[src/rtl/sipo_deserializer_pkg.sv]
// Shared types and constants for the SIPO deserializer: FSM state encoding
// and the bit-order selector values.
package sipo_deserializer_pkg;

  typedef enum logic {
    IDLE,
    RECEIVE
  } state_t;

  localparam int unsigned FIRST_BIT_LSB = 0;
  localparam int unsigned FIRST_BIT_MSB = 1;

endpackage

[src/rtl/sipo_deserializer_8_bit_if.sv]
// Serial receive, parallel valid/ready output and error-flag signals of the
// SIPO deserializer, grouped into one bundle.
interface sipo_deserializer_8_bit_if #(
  parameter int unsigned DATA_WIDTH = 8
);

  logic                  enable;
  logic                  serial_valid;
  logic                  serial_data;
  logic                  frame_start;
  logic [DATA_WIDTH-1:0] parallel_data;
  logic                  parallel_valid;
  logic                  parallel_ready;
  logic                  overrun_error;
  logic                  framing_error;
  logic                  parity_error;
  logic                  error_clear;

  modport master (
    output enable, serial_valid, serial_data, frame_start, parallel_ready, error_clear,
    input  parallel_data, parallel_valid, overrun_error, framing_error, parity_error
  );

  modport slave (
    input  enable, serial_valid, serial_data, frame_start, parallel_ready, error_clear,
    output parallel_data, parallel_valid, overrun_error, framing_error, parity_error
  );

endinterface

[src/rtl/sipo_output_buffer.sv]
// One-entry valid/ready holding register. A load is accepted when the entry
// is empty or being popped in the same cycle; otherwise it is flagged as overrun.
module sipo_output_buffer #(
  parameter int unsigned DATA_WIDTH = 8
) (
  input  logic                  clk,
  input  logic                  rst,
  input  logic                  load,
  input  logic [DATA_WIDTH-1:0] word,
  input  logic                  ready,
  output logic [DATA_WIDTH-1:0] data,
  output logic                  valid,
  output logic                  overrun
);

  logic pop;

  assign pop     = valid & ready;
  assign overrun = load & valid & ~pop;

  always_ff @(posedge clk or posedge rst) begin
    if (rst) begin
      data  <= '0;
      valid <= 1'b0;
    end else if (load && (!valid || pop)) begin
      data  <= word;
      valid <= 1'b1;
    end else if (pop) begin
      valid <= 1'b0;
    end
  end

endmodule

[src/rtl/sipo_deserializer_8_bit.sv]
// Serial-in/parallel-out receiver: framed bit capture FSM, bit counter,
// shift register and sticky error flags. Optional even parity: SIPO_DESERIALIZER_PARITY_EN.
module sipo_deserializer_8_bit #(
  parameter int unsigned DATA_WIDTH    = 8,
  parameter int unsigned FIRST_BIT_MSB = 1
) (
  input  logic                       clk,
  input  logic                       rst,
  sipo_deserializer_8_bit_if.slave   bus
);

  import sipo_deserializer_pkg::*;

`ifdef SIPO_DESERIALIZER_PARITY_EN
  localparam int unsigned FRAME_BITS = DATA_WIDTH + 1;
`else
  localparam int unsigned FRAME_BITS = DATA_WIDTH;
`endif
  localparam int unsigned CNT_W = $clog2(FRAME_BITS + 1);
  localparam logic [CNT_W-1:0] DATA_CNT = CNT_W'(DATA_WIDTH);
  localparam logic [CNT_W-1:0] LAST_CNT = CNT_W'(FRAME_BITS);

  state_t                state, state_n;
  logic [CNT_W-1:0]      count, count_n;
  logic [DATA_WIDTH-1:0] shreg, shreg_n;
  logic                  accept;
  logic                  word_done;
  logic                  framing_set;
  logic                  overrun_set;
  logic                  overrun_flag;
  logic                  framing_flag;
`ifdef SIPO_DESERIALIZER_PARITY_EN
  logic                  par, par_n;
  logic                  parity_set;
  logic                  parity_flag;
`endif

  function automatic logic [DATA_WIDTH-1:0] shift_in(input logic [DATA_WIDTH-1:0] r,
                                                     input logic b);
    if (FIRST_BIT_MSB == sipo_deserializer_pkg::FIRST_BIT_MSB)
      return {r[DATA_WIDTH-2:0], b};
    else
      return {b, r[DATA_WIDTH-1:1]};
  endfunction

  assign accept = bus.enable & bus.serial_valid;

  always_ff @(posedge clk or posedge rst) begin
    if (rst) begin
      state <= IDLE;
      count <= '0;
      shreg <= '0;
`ifdef SIPO_DESERIALIZER_PARITY_EN
      par   <= 1'b0;
`endif
    end else begin
      state <= state_n;
      count <= count_n;
      shreg <= shreg_n;
`ifdef SIPO_DESERIALIZER_PARITY_EN
      par   <= par_n;
`endif
    end
  end

  always_comb begin
    state_n     = state;
    count_n     = count;
    shreg_n     = shreg;
    word_done   = 1'b0;
    framing_set = 1'b0;
`ifdef SIPO_DESERIALIZER_PARITY_EN
    par_n       = par;
    parity_set  = 1'b0;
`endif
    if (accept) begin
      if (bus.frame_start) begin
        state_n     = RECEIVE;
        count_n     = CNT_W'(1);
        shreg_n     = shift_in('0, bus.serial_data);
        framing_set = (state == RECEIVE);
`ifdef SIPO_DESERIALIZER_PARITY_EN
        par_n       = bus.serial_data;
`endif
      end else if (state == RECEIVE) begin
        count_n = count + 1'b1;
        // The trailing parity bit is checked but never shifted into the word
        if (count < DATA_CNT) begin
          shreg_n = shift_in(shreg, bus.serial_data);
`ifdef SIPO_DESERIALIZER_PARITY_EN
          par_n   = par ^ bus.serial_data;
`endif
        end
        if (count_n == LAST_CNT) begin
          state_n = IDLE;
          count_n = '0;
`ifdef SIPO_DESERIALIZER_PARITY_EN
          word_done  = ~(par ^ bus.serial_data);
          parity_set = par ^ bus.serial_data;
`else
          word_done  = 1'b1;
`endif
        end
      end
    end
  end

  sipo_output_buffer #(
    .DATA_WIDTH(DATA_WIDTH)
  ) u_buf (
    .clk    (clk),
    .rst    (rst),
    .load   (word_done),
    .word   (shreg_n),
    .ready  (bus.parallel_ready),
    .data   (bus.parallel_data),
    .valid  (bus.parallel_valid),
    .overrun(overrun_set)
  );

  // Sticky flags: a set in the same cycle as a clear takes priority
  always_ff @(posedge clk or posedge rst) begin
    if (rst) begin
      overrun_flag <= 1'b0;
      framing_flag <= 1'b0;
`ifdef SIPO_DESERIALIZER_PARITY_EN
      parity_flag  <= 1'b0;
`endif
    end else begin
      overrun_flag <= overrun_set | (overrun_flag & ~bus.error_clear);
      framing_flag <= framing_set | (framing_flag & ~bus.error_clear);
`ifdef SIPO_DESERIALIZER_PARITY_EN
      parity_flag  <= parity_set | (parity_flag & ~bus.error_clear);
`endif
    end
  end

  assign bus.overrun_error = overrun_flag;
  assign bus.framing_error = framing_flag;
`ifdef SIPO_DESERIALIZER_PARITY_EN
  assign bus.parity_error  = parity_flag;
`else
  assign bus.parity_error  = 1'b0;
`endif

endmodule

[src/flat_wrapper.sv]
// flat-port wrapper written by rule: the top's interface ports become plain ports
module sipo_deserializer_8_bit_flat import sipo_deserializer_pkg::*;
#(
  parameter int unsigned DATA_WIDTH    = 8,
  parameter int unsigned FIRST_BIT_MSB = 1
)
  (clk, rst, bus_enable, bus_serial_valid, bus_serial_data, bus_frame_start, bus_parallel_ready, bus_error_clear, bus_parallel_data, bus_parallel_valid, bus_overrun_error, bus_framing_error, bus_parity_error);
  sipo_deserializer_8_bit_if #(.DATA_WIDTH(DATA_WIDTH)) bus_i ();
  input  logic clk;
  input  logic rst;
  input wire logic [$bits(bus_i.enable)-1:0] bus_enable;
  input wire logic [$bits(bus_i.serial_valid)-1:0] bus_serial_valid;
  input wire logic [$bits(bus_i.serial_data)-1:0] bus_serial_data;
  input wire logic [$bits(bus_i.frame_start)-1:0] bus_frame_start;
  input wire logic [$bits(bus_i.parallel_ready)-1:0] bus_parallel_ready;
  input wire logic [$bits(bus_i.error_clear)-1:0] bus_error_clear;
  output wire logic [$bits(bus_i.parallel_data)-1:0] bus_parallel_data;
  output wire logic [$bits(bus_i.parallel_valid)-1:0] bus_parallel_valid;
  output wire logic [$bits(bus_i.overrun_error)-1:0] bus_overrun_error;
  output wire logic [$bits(bus_i.framing_error)-1:0] bus_framing_error;
  output wire logic [$bits(bus_i.parity_error)-1:0] bus_parity_error;
  assign bus_i.enable = bus_enable;
  assign bus_i.serial_valid = bus_serial_valid;
  assign bus_i.serial_data = bus_serial_data;
  assign bus_i.frame_start = bus_frame_start;
  assign bus_i.parallel_ready = bus_parallel_ready;
  assign bus_i.error_clear = bus_error_clear;
  assign bus_parallel_data = bus_i.parallel_data;
  assign bus_parallel_valid = bus_i.parallel_valid;
  assign bus_overrun_error = bus_i.overrun_error;
  assign bus_framing_error = bus_i.framing_error;
  assign bus_parity_error = bus_i.parity_error;
  sipo_deserializer_8_bit #(.DATA_WIDTH(DATA_WIDTH), .FIRST_BIT_MSB(FIRST_BIT_MSB)) u_core (.clk(clk), .rst(rst), .bus(bus_i));
endmodule
[config.mk]
export PLATFORM = sky130hd
export DESIGN_NAME = sipo_deserializer_8_bit_flat
export DESIGN_NICKNAME = d
export VERILOG_FILES = /design/src/rtl/sipo_deserializer_pkg.sv /design/src/rtl/sipo_deserializer_8_bit_if.sv /design/src/rtl/sipo_output_buffer.sv /design/src/rtl/sipo_deserializer_8_bit.sv /design/src/flat_wrapper.sv
export SDC_FILE = /design/constraint.sdc
export NUM_CORES = 1
export LEC_CHECK = 0
export CAP_MARGIN = 20
export CORE_ASPECT_RATIO = 1.25
export CORE_MARGIN = 8
export CORE_UTILIZATION = 54
export DETAILED_ROUTE_END_ITERATION = 8
export PLACE_DENSITY = 0.82
export SETUP_SLACK_MARGIN = 0.5
export SLEW_MARGIN = 15
export SYNTH_ARGS = -nofsm -noshare
export SYNTH_HDL_FRONTEND = slang
export SYNTH_HIERARCHICAL = 1
export SYNTH_SLANG_ARGS = --single-unit
[constraint.sdc]
create_clock -name clk -period 4.35 [get_ports clk]
set_input_delay 0.6525 -clock clk [delete_from_list [all_inputs] [get_ports clk]]
set_output_delay 0.6525 -clock clk [all_outputs]
set_load 0.05 [all_outputs]
* After elaboration in Yosys (flattened, before gate mapping)
Cells that the tools add are included.
** Storage, ports and cells
- Input bits :: 8
- Output and inout port bits :: 12
- Flip-flop bits (word level) :: 24
- Word-level logic and storage cells :: 44
** Cells by class
- Bitwise logic cells :: 10
- Mux-type cells :: 18
- Add/subtract/negate cells :: 1
- $lt $le $gt $ge :: 1
- Eq/ne operators :: 1
- Reductions and logical operators :: 6
** Operator list (number)
- 8-bit two-way mux :: 4
- 4-bit two-way mux :: 3
- 1-bit two-way mux :: 11
- 1-bit AND :: 6
- 4-bit by 1-bit adder with 4-bit output, second input constant :: 1
- 4-bit == test, second input constant :: 1
- 4-bit less-than comparator, second input constant :: 1
- 2-bit nonzero test :: 2
- 1-bit inverter :: 2
- 1-bit OR :: 2
- 2-bit AND reduction :: 1
- 1-bit logical AND :: 1
- 1-bit zero test :: 1
- 1-bit logical OR :: 1

* Longest topological paths before layout
Gate-level depths: netlist of run 1.
- Depth after elaboration :: 9
- Gate-level depth with buffers :: 7
- Gate-level depth less buffers :: 6

* Hierarchy
The synthesis of run 1 kept the hierarchy.
** By module, submodules not included
- sipo_deserializer_8_bit :: area each 686.9 um^2, cells each 61, instances 1, sequential area each 375.4 um^2
- sipo_output_buffer :: area each 385.4 um^2, cells each 23, instances 1, sequential area each 225.2 um^2

* Least setup slack after synthesis of run 1
No wires, ideal clock.
- Path type :: input to register
- Start point :: in bus_enable
- End point :: reg u_core.u_buf.data[0]
- Path buffers :: 1
- Required time :: 4.225 ns
- Stages on the path :: 6
- Library setup time :: 0.125 ns
- Path slack :: 2.325 ns
- Data arrival time :: 1.900 ns
- Cells stage by stage :: and2_1 buf_2 nand3b_2 nor3_1 nand2_4 mux2_4
** On the way
- Cells in the longest elaborated chain, start to end :: 3
- Elaborated cells between the ends (all ways) :: 4
- Those cells by class :: 2 x mux; 1 x bitwise; 1 x reduce/logical
** Ends and longest elaborated chain
- start: declaration :: RTL line flat_wrapper.sv:11 : input wire logic [$bits(bus_i.enable)-1:0] bus_enable;
- 1-bit AND :: RTL line sipo_deserializer_8_bit.sv:46 : assign accept = bus.enable & bus.serial_valid;
- 1-bit two-way mux :: RTL line sipo_deserializer_8_bit.sv:76 : if (accept) begin
- named net u_core.word_done :: RTL line sipo_deserializer_8_bit.sv:27 : logic word_done;
- 1-bit logical AND :: RTL line sipo_output_buffer.sv:25 : end else if (load && (!valid || pop)) begin
- end signal: assignment :: RTL line sipo_output_buffer.sv:26 : data <= word;
- end: declaration :: RTL line sipo_output_buffer.sv:11 : output logic [DATA_WIDTH-1:0] data,
The timed path passes the listed nets, and every way through them passes these cells.
A chain may end at the register's enable or synchronous reset.

* Final worst setup path of run 1
- Start point :: in bus_enable
- End point :: reg u_core.u_buf.data[1]
The elaborated chain is that of the path after synthesis.

==> flow_summary_export.csv, run 1 <==
group,metric,value,unit
die,core_area,1940,um^2
finish,fillCellCount,150,
critical_path,ff2ff_setup_slack,2.57,ns
drt,post_drt_wl_per_cell,16.4,um
timing,slew_violations,0,
critical_path,startpoint_type,"primary input",
global_route,grt_pass1_wl,3520,um
yosys,avgSynthCellArea,12.8,um^2
cts,cts_max_path_buffers,2,
yosys,ys_async_sr_fraction,100,%
yosys,ys_seq_elements,24,
cts,cts_resized,0,
run,max-cap-violations,0,
die,die_h,65.8,um
finish,area_growth,21.4,%
critical_path,worst_setup_path_end_kind,"register",
drt,routed_wl,2040,um
cts,htree_levels,1,
timing,worstMarginPinSlew,0.567,ns
timing,fmax,0.430,GHz
critical_path,r2r_cells,5,
critical_path,crit_path_max_fanout,8,
yosys,syn-num-nets,93,
yosys,ys_warn_count,6,
worst_hold_path,hp-start,"u_core/bus.framing_error$_DFF_PP0_",
timing,fin_crit_sh,53.5,%
die,dieArea,3680,um^2
worst_hold_path,hp-class,"register to register",
critical_path,crit_required,4.56,ns
die,io_pins,20,
cts,clkLatencyLatePin,0.31,ns
timing,slew_headroom,62.1,%
global_route,antenna_found_initial,0,
yosys,syn_area,1070,um^2
drt,vias_per_cell,5.73,
die,chipWidth,55.9,um
yosys,synth-edff-count,0,
timing,layout_min_cycle_time,2.33,ns
outcome,run_status,"finished, final reports clean",
global_route,grt_max_degree,16,
cts,clock-root-buffer,"clkbuf_4",
critical_path,crit_type,"primary input to register",
global_route,first_global_vias,721,
timing,fin_hold_ws,0.517,ns
cts,cts.sinks,24,
cts,hold_buffers,0,
global_route,grt_overflow,0,
die,start_util,55.4,%
global_route,track_usage,11.8,%
timing,skew,0.00673,ns
timing,rsz0062_at_grt,"no",
cts,clkTransAtPathRegs,0.13,ns
critical_path,r2r-end,"u_core/u_buf/data[1]$_DFFE_PP0P_",
cts,cts_tree,"done",
critical_path,regToRegStartpoint,"u_core/count[0]$_DFFE_PP0P_",
timing,hold_viol,0,
power,cellLeakagePower,0.621,nW
die,row_count,18,
drt,drt_iter0_markers,14,
yosys,ys_seq_area_share,56.0,%
drt,dr.pass1.iters,4,
cts,postCtsSetupBuffers,0,
worst_hold_path,min_path_cells,1,
worst_hold_path,hold_end,"u_core/bus.framing_error$_DFF_PP0_",
cts,cts_buffers,3,
power,powerDensity,339,nW/um^2
critical_path,startpoint,"bus_enable",
placement,io_buffers,18,
timing,setup_viol,0,
timing,tns,0,ns
finish,drive_above_1_share,18.3,%
drt,vias,710,
finish,final_nets,114,
drt,drc_errors,0,
drt,antenna_left,0,
finish,antenna_cells,0,
placement,dpl.hpwl,1560,um
power,irDropWorstVdd,0.000207,V
placement,gp_congestion,0.774,
critical_path,crit_arrival,2.53,ns
yosys,synth-main-ff-cell,"dfrtp_1",
yosys,syn_inst,84,
yosys,yosysUniqueCellTypes,27,
-- worst max-delay path: stages --
cell and delay [ns]:
clkdlybuf4s50_1 0.47, and2_1 0.29, nand3b_2 0.18, nor3_1 0.41, nand2_4 0.19, mux2_4 0.34
-- flip-flops by register name, summed over array words and instances, names as in the netlist --
register / flops
u_core/u_buf/valid: 1
u_core/u_buf/data: 8
u_core/bus.overrun_error: 1
u_core/shreg: 8
u_core/state: 1
u_core/count: 4
u_core/bus.framing_error: 1
-- how the worst max path moves through the flow --
stage / endpoint / slack, ns / cells after the start
final: u_core/u_buf/data[1]$_DFFE_PP0P_ / 2.02 / 6
after global routing: u_core/u_buf/data[3]$_DFFE_PP0P_ / 1.91 / 6
after CTS: u_core/u_buf/data[1]$_DFFE_PP0P_ / 2.04 / 6
after detailed placement: u_core/u_buf/data[6]$_DFFE_PP0P_ / 1.71 / 6
after global placement: u_core/u_buf/data[3]$_DFFE_PP0P_ / 1.76 / 6
after floorplan: u_core/u_buf/data[0]$_DFFE_PP0P_ / 2.32 / 6
-- routing by layer --
metal  global-route usage, %  wire length [um]  up-vias
li1                        -                 -      334
met1                    14.1               846      349
met2                    18.8              1030       23
met3                    4.23               122        4
met4                    5.42                42        0
met5                       0                 0        -
-- power by group --
part,switching (mW),internal (mW),leakage [nW]
logic,0.0401,0.0307,0.278
registers,0.0161,0.240,0.322
clock network,0.0634,0.0511,0.0210
total,0.120,0.322,0.621
-- Yosys cell counts, types with 2 or more instances --
cell     count  area [um^2]
a21oi_1      2         10.0
mux2_4       9          135
inv_1        5         18.8
dfrtp_1     24          601
o21ai_0      7         35.0
nand2_1     10         37.5
a22o_1       7         61.3
-- cells by family after synthesis --
| group | Yosys count | synth area share (%) |
|---|---|---|
| flip-flops | 24 | 56.0 |
| AO/OA/AOI/OAI | 22 | 15.4 |
| AND/OR/NAND/NOR | 19 | 10.7 |
| multiplexers | 9 | 12.6 |
| buffers and inverters | 7 | 2.92 |
| adder cells (fa/ha/maj) | 1 | 1.17 |
| other | 1 | 0.350 |
| XOR/XNOR | 1 | 0.817 |
-- layout make-up --
class,count,area (um^2),share of cell area (%)
clock buffer,4,36.3,2.79
inverter,5,18.8,1.44
multi-input combinational,53,440,33.8
sequential,24,601,46.2
tap,20,25.0,1.92
timing repair buffer,18,180,13.8
-- placed cells by master, fill, tap and decap left out, drive strengths merged --
cell and instances:
nand2 11, inv 5, nand2b 1, o31ai 1, a22o 7, a21oi 2
conb 1, xor2 1, nor2 2, and2 1, nor2b 2, a21o 1
dfrtp 24, clkdlybuf4s50 18, o21ai 8, nand3b 1, ha 1, nor3 1
a31oi 1, o41a 1, a32o 1, clkbuf 4, mux2 9
-- metrics by stage --
step | instances | utilization (%) | instance area [um^2] | worst slack (ns) | total power, mW
final | 124 | 67.2 | 1300 | 2.02 | 0.442
after floorplan | 84 | - | 1070 | 2.32 | 0.308
after CTS | 124 | 67.2 | 1300 | 2.04 | 0.447
after global placement | 120 | 65.3 | 1260 | 1.76 | 0.328
after global routing | 124 | 67.2 | 1300 | 1.91 | 0.474
after detailed placement | 120 | 65.3 | 1260 | 1.71 | 0.332
(Power assumes the default switching activity.)
==> run 2, diff against run 1 <==
--- a/config.mk
+++ b/config.mk
@@ -8,9 +8,9 @@
 export CAP_MARGIN = 20
 export CORE_ASPECT_RATIO = 1.25
 export CORE_MARGIN = 8
-export CORE_UTILIZATION = 54
+export CORE_UTILIZATION = 45
 export DETAILED_ROUTE_END_ITERATION = 8
-export PLACE_DENSITY = 0.82
+export PLACE_DENSITY = 0.73
 export SETUP_SLACK_MARGIN = 0.5
 export SLEW_MARGIN = 15
 export SYNTH_ARGS = -nofsm -noshare
==> constraint.sdc (replaced) <==
create_clock -name clk -period 2.1 [get_ports clk]
set_input_delay 0.315 -clock clk [delete_from_list [all_inputs] [get_ports clk]]
set_output_delay 0.315 -clock clk [all_outputs]
set_load 0.05 [all_outputs]
==> run 2 against run 1 <==
Non-clock buffer count up 8. First-iteration DRC count decreased by 21%. Cell area up 10%. Final cell count grew 17%. Clock skew down 0.0030 ns. Clock power rose to 2.8 times the previous value. Die area up 15%. Worst setup slack got worse by 1.5 ns. Sequential power up 110%. Core utilization is 6.3 points lower. Register-to-register slack lost 2.0 ns. Worst hold slack got worse by 0.24 ns. Critical path type unchanged. Largest power group unchanged.
==> flow_summary_export.csv, run 2 (same netlist as run 1, synthesis figures left out) <==
group,metric,value,unit
finish,layout_common_cells,"dfrtp_1, dlygate4sd2_1, nand2_1, mux2_4",
timing,tns,0,ns
critical_path,r2r-end,"u_core/u_buf/data[0]$_DFFE_PP0P_",
critical_path,cp_cell_sequence,"clkdlybuf4s50_1 -> and2_4 -> buf_6 -> o21ai_4 -> buf_4 -> a22o_1 -> mux2_4",
finish,utilization,60.9,%
global_route,grt_overflow,0,
critical_path,worst_setup_path_end_kind,"register",
critical_path,crit_type,"primary input to register",
critical_path,crit_slowest_cell,"clkdlybuf4s50_1",
cts,cts_max_path_buffers,2,
finish,area_growth,33.6,%
timing,rsz0062_at_grt,"no",
cts,hold_buffers,0,
drt,maxUsedRoutingLayer,"met4",
placement,place_ws,0.126,ns
die,start_util,45.6,%
global_route,first_global_vias,740,
drt,drc_errors,0,
timing,hold_viol,0,
cts,clock-root-buffer,"clkbuf_4",
die,row_count,20,
finish,finalInstanceArea,1430,um^2
cts,cts_tree,"done",
drt,routed_wl,2110,um
placement,gp_congestion,0.750,
die,dieArea,4210,um^2
outcome,run_status,"finished, final reports clean",
critical_path,startpoint_type,"primary input",
placement,place_area,1310,um^2
global_route,antenna_found_initial,0,
finish,top_regs,"u_core/shreg (8), u_core/u_buf/data (8), u_core/count (4)",
drt,wl_met1,852,um
timing,layout_min_cycle_time,1.61,ns
cts,clkLatencyLatePin,0.30,ns
timing,slew_headroom,62.1,%
drt,dr.pass1.iters,4,
finish,final_common_cell,"dfrtp_1",
finish,fin_cells,145,
timing,setup_viol,0,
timing,slew_violations,0,
finish,antenna_cells,0,
critical_path,worstSetupPathDepth,7,
die,die_h,70.6,um
worst_hold_path,hp-class,"primary input to asynchronous set/reset pin",
critical_path,regToRegStartpoint,"u_core/count[3]$_DFFE_PP0P_",
timing,setup_ws,0.492,ns
power,power.total,1.06,mW
drt,antenna_left,0,
placement,io_buffers,18,
die,io_pins,20,
cts,htree_levels,1,
placement,dp.cells,136,
finish,seqCellArea,604,um^2
critical_path,timing.critical_path.buf_inv,3,
timing,fin_hold_ws,0.278,ns
global_route,track_usage,9.83,%
critical_path,critPathMaxStageDelay,0.48,ns
cts,cts_buffers,3,
critical_path,critPathTopFamily,"buffers and inverters",
die,core_area,2350,um^2
global_route,grt_pass1_wl,3280,um
drt,drt_iter0_markers,11,
timing,skew,0.00377,ns
critical_path,crit_path_max_fanout,5,
critical_path,r2r_cells,4,
power,powerDensity,741,nW/um^2
drt,vias,722,
finish,final_nets,122,
drt,post_drt_wl_per_cell,14.5,um
finish,fillCellCount,203,
cts,cts.sinks,24,
drt,vias_per_cell,4.98,
power,cellLeakagePower,0.739,nW
placement,dpl.hpwl,1450,um
global_route,grt_max_degree,16,
finish,drive_above_1_share,32.1,%
drt,met3_length,77,um
timing,worstMarginPinSlew,0.569,ns
power,irDropWorstVdd,0.000430,V
timing,fmax,0.622,GHz
drt,met2WireLength,1160,um
critical_path,crit_arrival,1.81,ns
run,max-cap-violations,0,
critical_path,ff2ff_setup_slack,0.53,ns
die,chipWidth,59.7,um
finish,multi_input_area,485,um^2
cts,clkTransAtPathRegs,0.13,ns
timing,fin_crit_sh,76.6,%
critical_path,crit_required,2.30,ns
-- run 2: cell count changes in the layout (fill, tap and decap cells not counted), sizes merged --
cell           previous run  this run
clkdlybuf4s50            18         6
dlygate4sd2               0         9
buf                       0         8
bufinv                    0         1
clkdlybuf4s15             0         1
dlymetal6s2s              0         1
-- run 2: layout make-up --
type | instances | share of cell area (%)
multi-input combinational | 53 | 33.9
clock inverter | 1 | 2.10
tap | 33 | 2.88
sequential | 24 | 42.2
inverter | 5 | 1.31
clock buffer | 3 | 1.57
timing repair buffer | 26 | 16.1
-- run 2: worst max path at each step --
| stage | from | to | slack, ns |
|---|---|---|---|
| floorplan | bus_enable | u_core/u_buf/data[0]$_DFFE_PP0P_ | 0.52 |
| global placement | bus_frame_start | u_core/u_buf/data[1]$_DFFE_PP0P_ | 0.14 |
| detailed placement | bus_frame_start | u_core/u_buf/data[3]$_DFFE_PP0P_ | 0.13 |
| CTS | u_core/count[0]$_DFFE_PP0P_ | u_core/u_buf/data[4]$_DFFE_PP0P_ | 0.50 |
| global route | bus_enable | u_core/u_buf/data[2]$_DFFE_PP0P_ | 0.49 |
| finish | bus_enable | u_core/u_buf/data[6]$_DFFE_PP0P_ | 0.49 |
-- run 2: routing by layer --
metal,up-vias,track usage [%]
met4,0,4.79
met5,-,0
met1,356,11.5
met2,14,16.2
met3,2,2.18
li1,350,-
-- run 2: timing repair --
| action | 4_1_cts | 5_1_grt |
|---|---|---|
| endpoints found under the hold margin | 0 | 0 |
| pin swaps | 1 | 4 |
| buffers inserted | 0 | 5 |
| resized for setup | 14 | 12 |
| endpoints found under the setup margin | 19 | 10 |
-- run 2: worst register-to-register path, delay by kind of cell (launching register included) --
family	cells	cell delay, ns
AOI/OAI and AO/OA	1	0.23
muxes	2	0.60
DFF	1	0.55
and+or+nand+nor	1	0.10
-- run 2: report_power, final --
part / internal, mW / switching [mW] / leakage, nW
Sequential: 0.501 / 0.0420 / 0.319
Clock: 0.193 / 0.133 / 0.0279
Combinational: 0.0967 / 0.0968 / 0.392
Total: 0.790 / 0.272 / 0.739
==> run 3, diff against run 2 <==
--- a/config.mk
+++ b/config.mk
@@ -8,9 +8,9 @@
 export CAP_MARGIN = 20
 export CORE_ASPECT_RATIO = 1.25
 export CORE_MARGIN = 8
-export CORE_UTILIZATION = 45
+export CORE_UTILIZATION = 50
 export DETAILED_ROUTE_END_ITERATION = 8
-export PLACE_DENSITY = 0.73
+export PLACE_DENSITY = 0.77
 export SETUP_SLACK_MARGIN = 0.5
 export SLEW_MARGIN = 15
 export SYNTH_ARGS = -nofsm -noshare
==> constraint.sdc (replaced) <==
create_clock -name clk -period 1.65 [get_ports clk]
set_input_delay 0.2475 -clock clk [delete_from_list [all_inputs] [get_ports clk]]
set_output_delay 0.2475 -clock clk [all_outputs]
set_load 0.05 [all_outputs]
==> run 3 against run 2 <==
Clock skew increased by 0.0039 ns. Combinational power up 68%. Sequential share of layout area down 5.5 points. Core utilization rose by 21 points. Critical endpoint unchanged. Final cell count grew 6.9%. Power up 26%. Sequential power up 29%. Highest routed layer unchanged. Count of clock-buffer cells in the layout increased by 1.
==> flow_summary_export.csv, run 3 (same netlist as run 1, synthesis figures left out) <==
group,metric,value,unit
global_route,first_global_vias,957,
timing,worstMarginPinSlew,0.593,ns
critical_path,crit_required,1.86,ns
critical_path,ff2ff_setup_slack,0.12,ns
cts,cts.sinks,24,
power,irDropWorstVdd,0.000833,V
worst_hold_path,hp-class,"primary input to asynchronous set/reset pin",
cts,clkTransAtPathRegs,0.13,ns
drt,routed_wl,2840,um
drt,drc_errors,0,
cts,cts_tree,"done",
power,power.total,1.33,mW
finish,layout_common_cells,"buf_4, dfrtp_1, buf_6",
placement,dpl.hpwl,1820,um
finish,drive_above_1_share,53.3,%
placement,io_buffers,18,
drt,vias,853,
die,core_area,2000,um^2
critical_path,startpoint_type,"register",
die,chipWidth,57.4,um
cts,hold_buffers,0,
run,max-cap-violations,0,
global_route,antenna_found_initial,0,
power,cellLeakagePower,0.870,nW
placement,dp.cells,131,
die,row_count,18,
timing,layout_min_cycle_time,1.53,ns
critical_path,regToRegStartpoint,"u_core/count[1]$_DFFE_PP0P_",
timing,fmax,0.653,GHz
finish,fillCellCount,114,
cts,cts_buffers,3,
timing,setup_viol,0,
die,dieArea,3890,um^2
cts,clock-root-buffer,"clkbuf_4",
finish,area_growth,53.8,%
timing,slew_violations,0,
finish,antenna_cells,0,
critical_path,crit_arrival,1.74,ns
timing,fin_crit_sh,92.9,%
drt,dr.pass1.iters,4,
finish,utilization,82.3,%
power,powerDensity,809,nW/um^2
finish,final_common_cell,"buf_4",
global_route,grt_pass1_wl,4420,um
finish,finalInstanceArea,1650,um^2
global_route,grt_overflow,0,
finish,final_nets,145,
timing,tns,0,ns
drt,post_drt_wl_per_cell,18.3,um
timing,fin_hold_ws,0.206,ns
placement,place_area,1340,um^2
cts,cts_max_path_buffers,2,
cts,clkLatencyLatePin,0.31,ns
die,io_pins,20,
critical_path,r2r-end,"u_core/u_buf/data[6]$_DFFE_PP0P_",
timing,skew,0.00762,ns
timing,slew_headroom,60.4,%
placement,gp_congestion,0.704,
finish,fin_cells,155,
placement,place_ws,-0.286,ns
critical_path,crit_type,"register to register",
global_route,grt_max_degree,16,
drt,antenna_left,0,
die,start_util,53.5,%
critical_path,worst_setup_path_end_kind,"register",
outcome,run_status,"finished, final reports clean",
timing,rsz0062_at_grt,"yes",
critical_path,r2r_cells,5,
cts,htree_levels,1,
critical_path,crit_path_max_fanout,8,
finish,top_regs,"u_core/shreg (8), u_core/u_buf/data (8), u_core/count (4)",
global_route,track_usage,14.7,%
drt,drt_iter0_markers,21,
die,die_h,67.8,um
timing,hold_viol,0,
drt,vias_per_cell,5.50,
timing,setup_ws,0.118,ns
[run 3: cell types whose count changed in the layout (fill, tap and decap cells not counted), sizes merged]
| cell | previous run | this run |
|---|---|---|
| dlymetal6s2s | 1 | 0 |
| buf | 8 | 42 |
| clkdlybuf4s50 | 6 | 4 |
| bufinv | 1 | 0 |
| clkdlybuf4s15 | 1 | 0 |
| dlygate4sd2 | 9 | 3 |
[run 3: cell type report]
cell class	count	area (um^2)	share of cell area, %
Clock buffer	4	36.3	2.20
Inverter	5	18.8	1.14
Multi-Input combinational cell	53	510	31.0
Sequential cell	24	604	36.6
Tap cell	20	25.0	1.52
Timing Repair Buffer	49	454	27.5
[run 3: how the worst max path moves through the flow]
stage,endpoint,startpoint
6_report,u_core/u_buf/data[6]$_DFFE_PP0P_,u_core/count[1]$_DFFE_PP0P_
5_1_grt,u_core/u_buf/data[6]$_DFFE_PP0P_,u_core/count[1]$_DFFE_PP0P_
4_1_cts,u_core/u_buf/data[5]$_DFFE_PP0P_,u_core/count[1]$_DFFE_PP0P_
3_5_place_dp,u_core/u_buf/data[3]$_DFFE_PP0P_,bus_enable
3_3_place_gp,u_core/u_buf/data[3]$_DFFE_PP0P_,bus_enable
2_1_floorplan,u_core/u_buf/data[0]$_DFFE_PP0P_,u_core/state$_DFFE_PP0P_
[run 3: what timing repair did]
action	in CTS	in global routing
pin swaps	15	9
buffers inserted	15	5
resized for setup	25	10
setup endpoints to repair	32	33
[run 3: metal layers]
metal  vias to the layer above  global-route usage [%]  part of all wire (%)
li1                        394                       -                     -
met1                       427                    14.2                    37
met2                        24                    28.8                    58
met3                         8                    3.80                   2.9
met4                         0                    6.58                   2.1
met5                         -                       0                     0
[run 3: report_power, final]
part	switching [mW]	internal (mW)
logic	0.156	0.169
clock network	0.176	0.135
registers	0.0607	0.638
[run 3: critical path: stages, from the launching register on]
cell and delay, ns:
dfrtp_2 0.46, nand2_2 0.10, xor2_2 0.18, nor3_4 0.19, nand2_4 0.16, mux2_4 0.33
